`config.mk`:
```
export PLATFORM = sky130hd
export DESIGN_NAME = control_sequencer
export DESIGN_NICKNAME = d
export VERILOG_FILES = /design/src/rtl/cpu_ctrl_pkg.sv /design/src/rtl/reg_select_decoder.sv /design/src/rtl/control_sequencer.sv
export SDC_FILE = /design/constraint.sdc
export NUM_CORES = 1
export LEC_CHECK = 0
export CAP_MARGIN = 0
export CORE_ASPECT_RATIO = 1.4
export CORE_MARGIN = 2
export CORE_UTILIZATION = 27
export DETAILED_ROUTE_END_ITERATION = 10
export GPL_ROUTABILITY_DRIVEN = 1
export PLACE_DENSITY = 0.86
export SLEW_MARGIN = 20
export SYNTH_ARGS = -nofsm -noshare
export SYNTH_HDL_FRONTEND = slang
export SYNTH_HIERARCHICAL = 1
export SYNTH_SLANG_ARGS = --single-unit
```
`constraint.sdc`:
```
create_clock -name Clock -period 4.15 [get_ports Clock]
set_clock_uncertainty 0.05 [all_clocks]
set_input_delay 0.83 -clock Clock [delete_from_list [all_inputs] [get_ports Clock]]
set_output_delay 0.83 -clock Clock [all_outputs]
set_load 0.01 [all_outputs]
```
`src/rtl/cpu_ctrl_pkg.sv`:
```
// Shared opcode constants, IR field positions and sequencer state encoding.
// The datapath ALU imports the same opcode constants so both sides agree on encodings.
package cpu_ctrl_pkg;

    localparam logic [4:0] OP_ADD  = 5'b00011;
    localparam logic [4:0] OP_SUB  = 5'b00100;
    localparam logic [4:0] OP_AND  = 5'b00101;
    localparam logic [4:0] OP_OR   = 5'b00110;
    localparam logic [4:0] OP_SHR  = 5'b00111;
    localparam logic [4:0] OP_SHL  = 5'b01000;
    localparam logic [4:0] OP_ROR  = 5'b01001;
    localparam logic [4:0] OP_ROL  = 5'b01010;
    localparam logic [4:0] OP_MULL = 5'b01011;
    localparam logic [4:0] OP_HALT = 5'b11010;

    // Three-register ALU instructions occupy one contiguous opcode range.
    localparam logic [4:0] OP_ALU_FIRST = OP_ADD;
    localparam logic [4:0] OP_ALU_LAST  = OP_MULL;

    localparam int IR_OP_MSB = 31;
    localparam int IR_OP_LSB = 27;
    localparam int IR_RA_MSB = 26;
    localparam int IR_RA_LSB = 23;
    localparam int IR_RB_MSB = 22;
    localparam int IR_RB_LSB = 19;
    localparam int IR_RC_MSB = 18;
    localparam int IR_RC_LSB = 15;

    typedef enum logic [2:0] {
        S_RESET = 3'd0,
        S_T0    = 3'd1,
        S_T1    = 3'd2,
        S_T2    = 3'd3,
        S_T3    = 3'd4,
        S_T4    = 3'd5,
        S_T5    = 3'd6,
        S_HALT  = 3'd7
    } seq_state_t;

    function automatic logic is_alu_op(input logic [4:0] op);
        return (op >= OP_ALU_FIRST) && (op <= OP_ALU_LAST);
    endfunction

endpackage

```
`src/rtl/reg_select_decoder.sv`:
```
// 4-to-NUM_REGS one-hot decoder with enable; all zeros when disabled.
module reg_select_decoder #(
    parameter int NUM_REGS = 16
) (
    input  logic [3:0]          sel,
    input  logic                en,
    output logic [NUM_REGS-1:0] onehot
);

    genvar gi;
    generate
        for (gi = 0; gi < NUM_REGS; gi++) begin : g_bit
            assign onehot[gi] = en & (sel == 4'(gi));
        end
    endgenerate

endmodule

```
`src/rtl/control_sequencer.sv`:
```
// Hardwired T-state control unit: fetches via PC/MAR/MDR/IR and executes
// three-register ALU instructions, one datapath transfer per clock.
module control_sequencer
    import cpu_ctrl_pkg::*;
#(
    parameter int         NUM_REGS = 16,
    parameter logic [4:0] HALT_OP  = OP_HALT
) (
    input  logic                Clock,
    input  logic                clear,
    input  logic [31:0]         IR,
    input  logic                Stop,
    output logic                PCout,
    output logic                IncPC,
    output logic                Zin,
    output logic                Zlowout,
    output logic                PCin,
    output logic                MARin,
    output logic                MDRin,
    output logic                MDRout,
    output logic                IRin,
    output logic                Read,
    output logic                Yin,
    output logic                aluin,
    output logic [4:0]          aluControl,
    output logic [NUM_REGS-1:0] Rout,
    output logic [NUM_REGS-1:0] Rin,
    output logic                Run
);

    seq_state_t state_q, state_d;

    logic [4:0] opcode;
    logic [3:0] ra, rb, rc;
    logic       alu_op;
    logic       halt_op;

    logic       rout_en;
    logic [3:0] rout_sel;
    logic       rin_en;

    // Low IR bits carry immediates for other instruction classes.
    logic unused_ir_bits;
    assign unused_ir_bits = ^IR[IR_RC_LSB-1:0];

    assign opcode  = IR[IR_OP_MSB:IR_OP_LSB];
    assign ra      = IR[IR_RA_MSB:IR_RA_LSB];
    assign rb      = IR[IR_RB_MSB:IR_RB_LSB];
    assign rc      = IR[IR_RC_MSB:IR_RC_LSB];
    assign alu_op  = is_alu_op(opcode);
    assign halt_op = (opcode == HALT_OP);

    always_ff @(posedge Clock or negedge clear) begin
        if (!clear) begin
            state_q <= S_RESET;
        end else begin
            state_q <= state_d;
        end
    end

    always_comb begin
        state_d    = state_q;
        PCout      = 1'b0;
        IncPC      = 1'b0;
        Zin        = 1'b0;
        Zlowout    = 1'b0;
        PCin       = 1'b0;
        MARin      = 1'b0;
        MDRin      = 1'b0;
        MDRout     = 1'b0;
        IRin       = 1'b0;
        Read       = 1'b0;
        Yin        = 1'b0;
        aluin      = 1'b0;
        aluControl = 5'd0;
        rout_en    = 1'b0;
        rout_sel   = rb;
        rin_en     = 1'b0;
        Run        = 1'b0;

        case (state_q)
            S_RESET: begin
                state_d = S_T0;
            end
            S_T0: begin
                Run     = 1'b1;
                PCout   = 1'b1;
                MARin   = 1'b1;
                IncPC   = 1'b1;
                Zin     = 1'b1;
                state_d = S_T1;
            end
            S_T1: begin
                Run     = 1'b1;
                Zlowout = 1'b1;
                PCin    = 1'b1;
                Read    = 1'b1;
                MDRin   = 1'b1;
                state_d = S_T2;
            end
            S_T2: begin
                Run     = 1'b1;
                MDRout  = 1'b1;
                IRin    = 1'b1;
                state_d = S_T3;
            end
            S_T3: begin
                Run = 1'b1;
                if (alu_op) begin
                    // First operand is parked in Y so Ra=Rb=Rc is hazard-free.
                    rout_en  = 1'b1;
                    rout_sel = rb;
                    Yin      = 1'b1;
                    state_d  = S_T4;
                end else if (halt_op) begin
                    state_d = S_HALT;
                end else begin
                    state_d = Stop ? S_HALT : S_T0;
                end
            end
            S_T4: begin
                Run        = 1'b1;
                rout_en    = 1'b1;
                rout_sel   = rc;
                aluin      = 1'b1;
                Zin        = 1'b1;
                aluControl = opcode;
                state_d    = S_T5;
            end
            S_T5: begin
                Run     = 1'b1;
                Zlowout = 1'b1;
                rin_en  = 1'b1;
                state_d = Stop ? S_HALT : S_T0;
            end
            S_HALT: begin
                state_d = S_HALT;
            end
            default: begin
                state_d = S_RESET;
            end
        endcase
    end

    reg_select_decoder #(
        .NUM_REGS (NUM_REGS)
    ) u_rout_dec (
        .sel    (rout_sel),
        .en     (rout_en),
        .onehot (Rout)
    );

    reg_select_decoder #(
        .NUM_REGS (NUM_REGS)
    ) u_rin_dec (
        .sel    (ra),
        .en     (rin_en),
        .onehot (Rin)
    );

endmodule

```
### Word level (Yosys, flattened, before mapping)

Index checks and enable logic that the tools add are counted.

* bits of input ports: 35
* word-level logic and storage cells: 97
* register bits: 3
* output and inout port bits: 50

* equal/unequal tests: 38
* bitwise operators: 32
* mux-type cells: 17
* $lt $le $gt $ge: 2
* reduce and logical (&&, ||, !) cells: 7

Operators by type and width (number)
* $eq A4 B4 Y1 const B: 16
* $and A1 B1 Y1: 32
* $eq A4 B3 Y1 const B: 8
* $pmux W3 S8: 1
* $eq A4 B2 Y1 const B: 4
* $eq A3 B3 Y1 const B: 4
* $mux W1: 10
* $mux W3: 3
* $eq A4 B1 Y1 const B: 2
* $logic_not A4 Y1: 2
* $eq A3 B2 Y1 const B: 2
* $reduce_or A6 Y1: 1
* $eq A5 B5 Y1 const B: 1
* $ge A5 B2 Y1 const B: 1
* $le A5 B4 Y1 const B: 1
* $mux W5: 1
* $mux W4: 1
* $reduce_or A2 Y1: 2
* $eq A3 B1 Y1 const B: 1
* $logic_not A3 Y1: 1
* $pmux W1 S2: 1
* $logic_and A1 B1 Y1: 1

### Longest topological paths before layout

Gate-level depths: netlist of run 1.

* depth after elaboration: 5
* mapped depth: 8
* mapped depth without buffers: 6

### Hierarchy

The synthesis of run 1 kept the hierarchy.

Modules (own cells, without submodules)
* control_sequencer: instances 1, cells each 49, area an instance 414.1 um^2
* reg_select_decoder: instances 2, cells each 23, area an instance 117.6 um^2

### Least setup slack after synthesis of run 1

Ideal clock, no wire load.

* path type: input to output
* from: in IR[27]
* to: out Rout[1]
* arrival: 2.019 ns
* slack: 1.251 ns
* required time: 3.270 ns
* stages: 6
* buffers on the path: 0
* path through: a211oi_1 > a211oi_1 > nor2_1 > nor2_1 > or3b_4 > nor2_1

* longest elaborated chain between the ends: 5
* elaborated cells on any way between the ends: 6

Ends and longest elaborated chain
* from (decl): line control_sequencer.sv:11 `input logic [31:0] IR,`
* $ge A5 B2 Y1 / $le A5 B4 Y1 (equally long branches): line cpu_ctrl_pkg.sv:41 `return (op >= OP_ALU_FIRST) && (op <= OP_ALU_LAST);`
* $logic_and A1 B1 Y1 (*): line cpu_ctrl_pkg.sv:41
* $mux W1 (*): line control_sequencer.sv:109 `if (alu_op) begin`
* $pmux W1 S2 (*): line control_sequencer.sv:81 `case (state_q)`
* net rout_en: line control_sequencer.sv:38 `logic rout_en;`
* $and A1 B1 Y1 (*): line reg_select_decoder.sv:13 `assign onehot[gi] = en & (sel == 4'(gi));`
* to (decl): line control_sequencer.sv:26 `output logic [NUM_REGS-1:0] Rout,`

Mark *: on every way through the listed nets, which the timed path passes. The rest lies on a longest branch.

### Worst setup path after layout of run 1

* from: in IR[30]
* to: out Rout[0]

Same word-level chain as after synthesis.

==> results of run 1 <==
-- layout by cell type, fill, tap and decap left out, drive strengths merged --
master         instances
nor3                   9
nand2                  5
buf                    2
mux2                   4
o21ai                  1
nand2b                 6
clkbuf                 4
or3b                   2
and2                   2
and2b                  1
a221oi                 1
clkdlybuf4s50         69
nor2                  30
o31ai                  1
nand3                  2
dfrtp                  3
nor2b                  3
nor3b                  2
nand3b                 5
and3                   6
a211oi                 2
o211ai                 1
-- routing by layer --
layer / routed length [um] / up-vias
met3: 195 / 4
li1: - / 458
met5: 0 / -
met2: 1160 / 50
met4: 50 / 0
met1: 742 / 396
-- metrics by stage --
step	utilization	hold slack (ns)	total power, uW	worst slack, ns	instances
final	0.571	0.539	357	0.207	184
after global routing	0.571	0.597	387	0.0620	184
after CTS	0.571	0.541	362	0.186	184
after detailed placement	0.560	0.531	305	0.202	180
after global placement	0.560	0.518	299	0.257	180
after floorplan	-	0.469	215	1.25	95
-- synth_stat cells (all sizes together) --
master,instances,area share
a211oi,2,0.023
a221oi,1,0.013
o211ai,1,0.012
or3b,2,0.035
buf,8,0.11
clkbuf,1,0.0058
nand3,2,0.015
nand3b,5,0.058
and3,6,0.058
nand2,5,0.029
o21ai,1,0.0077
dfrtp,3,0.12
and2,2,0.023
nand2b,6,0.058
nor3b,2,0.023
and2b,1,0.012
nor3,9,0.085
o31ai,1,0.012
nor2b,3,0.040
nor2,30,0.17
mux2,4,0.092
-- cells by family after synthesis --
family | synth area share
and+or+nand+nor | 0.609
muxes | 0.0925
DFF | 0.116
AOI/OAI and AO/OA | 0.0674
buffers and inverters | 0.116
-- worst paths after layout --
| check | from | to | slack, ns | cells after the start |
|---|---|---|---|---|
| min | state_q[0] | state_q[0] | 0.54 | 1 |
| max reg2reg | state_q[0] | state_q[1] | 2.89 | 3 |
| max | IR[30] | Rout[0] | 0.21 | 8 |
| min in group asynchronous | clear | state_q[1] | 0.72 | 1 |
| min reg2reg | state_q[0] | state_q[0] | 0.54 | 1 |
| max in group asynchronous | clear | state_q[2] | 3.18 | 1 |
-- critical path, stage by stage --
cell and delay, ns:
clkdlybuf4s50_1 0.53, a211oi_1 0.07, a211oi_1 0.24, nor2_1 0.07, nor2_1 0.21, or3b_4 0.44
nor3_2 0.11, clkdlybuf4s50_1 0.56
-- layout make-up --
type	instances	area share
sequential	3	0.0562
multi-input combinational	83	0.374
tap	23	0.0216
timing repair buffer	71	0.529
clock buffer	4	0.0197
-- power breakdown --
part | leakage (uW) | internal (uW) | total (uW) | switching, uW
Sequential | 0.0000271 | 36.5 | 51.5 | 15.0
Clock | 0.0000150 | 36.2 | 53.9 | 17.7
Combinational | 0.000446 | 140 | 251 | 112
Total | 0.000488 | 212 | 357 | 144
==> impl_summary.txt, run 1 <==
----------------------------------------------------
[Die]
  Die Outline Area ... roughly 0.0028 mm^2
  Placeable core region ... around 0.0023 mm^2
  I/O pin cnt ... 85
  Number of cell rows ... 21
  Die span in y ... between 60 and 70 um
  Width of the die ... roughly 45 um
  Initial cell density of the core ... 0.278

[Place]
  Count of input and output buffers ... 69
  Final Wtd Congestion ... 0.789
  Detailed placement HPWL ... between 1.5 and 2 mm
  Placement Cell Area ... roughly 0.0013 mm^2

[Final layout]
  Fraction of layout instances using a drive strength above 1 ... 0.0932
  FF/Latch Area ... approximately 75 um^2
  Diodes inserted ... 0
  Largest registers ranked by flip-flop count ... state_q (3)
  Number of nets in the final layout ... ~200
  Area growth from synthesis to layout ... 106%
  Largest register FFs ... 3
  Final-layout fill cell count ... roughly 220
  Area occupied by multi-input gates ... 499 um^2
  Most flop-heavy register ... state_q
  Post-route standard cell area excluding fillers ... ~0.0013 mm^2

[CTS]
  H-Tree Depth ... 1
  Clock slew at reported path FFs ... 0.04 ns
  Max clock buf depth ... 2
  Post-CTS Hold Fix Bufs ... 0
  Resize count post-CTS ... 0
  Number of buffers created by CTS ... 3
  Clock sinks ... 3
  Clock latency on the worst-skew pair ... around 0.24 ns
  Post-CTS setup-driven buffer insertion count ... 0
  Clock tree from TritonCTS ... built
  Root cell of the clock tree ... clkbuf_4

[Global route]
  Met2 global-route usage ... 0.300
  Total Routing Usage GR ... 0.168
  Final global-route overflow total ... 0
  Global-route met3 utilization ... 0.0462
  Global route hottest layer ... met2
  Number of antenna violations at the first check in global routing ... 0
  Wire length of the first global-routing pass ... ~3.5 mm
  Maximum number of pins on one net before global-route repair ... 18
  Via count of the first global-routing pass ... between 700 and 800
  GR met1 Demand/Resource ... 0.171

[Drt]
  Post-DRT Antenna Nets ... 0
  Number of iterations in the first detailed-routing pass ... 4
  Vias per inst ... just under 5
  Number of DRC markers in iteration 0 ... 13
  Total vias in the final route ... 908
  Final wirelength ... approximately 2.2 mm
  DRC errors left ... 0
  Routed length per placed instance ... 11.7 um

[STA]
  Maximum clock frequency ... approximately 0.25 GHz
  Max-slew violation count ... 0
  Slew margin rel. ... 0.820
  RSZ-0062 raised after global routing ... false
  Summed negative setup slack over all endpoints ... 0 ns
  Final Cycle Share ... 0.950
  Count of endpoints failing setup in the final report ... 0
  Final critical path time including I/O delays and setup ... approximately 3.9 ns
  Slew at the pin closest to its max-slew limit ... 0.268 ns
  Endpoints failing hold ... 0

[Worst setup path]
  Worst-path maximum fanout ... 4
  Crit. End Element ... primary output
  Data arrival time of the critical path ... 3.06 ns
  Crit Path Class ... in2out
  Setup crit start kind ... input port
  WP data required ... approximately 3.3 ns

[Logic synthesis]
  Warnings from Yosys ... 6
  Number of synthesized register bits ... 3
  Number of library cell types mapped by synthesis ... 25
  Average cell area after synthesis ... between 6 and 7 um^2
  Sequential element share of the synthesized area ... 0.116
  Post-Syn Instances ... 95
  Post-synth design cell area ... between 600 and 700 um^2
  Number of nets in the synthesized netlist ... 130

[Outcome]
  Run status ... completed

[Power]
  Static Leak ... 0.000488 uW
  Power density cells ... 267 mW/mm^2
  Maximum vdd ir drop ... approximately 0.17 mV

[Flow run]
  Max capacitance violation total ... 0

[Min path]
  Hold/Removal Path Class ... reg2reg

----------------------------------------------------
Power figures use the tool's default switching activity.
==> run 2: changes to the inputs <==
--- a/config.mk
+++ b/config.mk
@@ -5,6 +5,7 @@
 export SDC_FILE = /design/constraint.sdc
 export NUM_CORES = 1
 export LEC_CHECK = 0
+export ABC_CLOCK_PERIOD_IN_PS = 4150
 export CAP_MARGIN = 0
 export CORE_ASPECT_RATIO = 1.4
 export CORE_MARGIN = 2
@@ -12,7 +13,6 @@
 export DETAILED_ROUTE_END_ITERATION = 10
 export GPL_ROUTABILITY_DRIVEN = 1
 export PLACE_DENSITY = 0.86
-export SLEW_MARGIN = 20
 export SYNTH_ARGS = -nofsm -noshare
 export SYNTH_HDL_FRONTEND = slang
 export SYNTH_HIERARCHICAL = 1
==> results of run 2 <==
No change in the layout: final DEF, timing and power equal those of run 1.
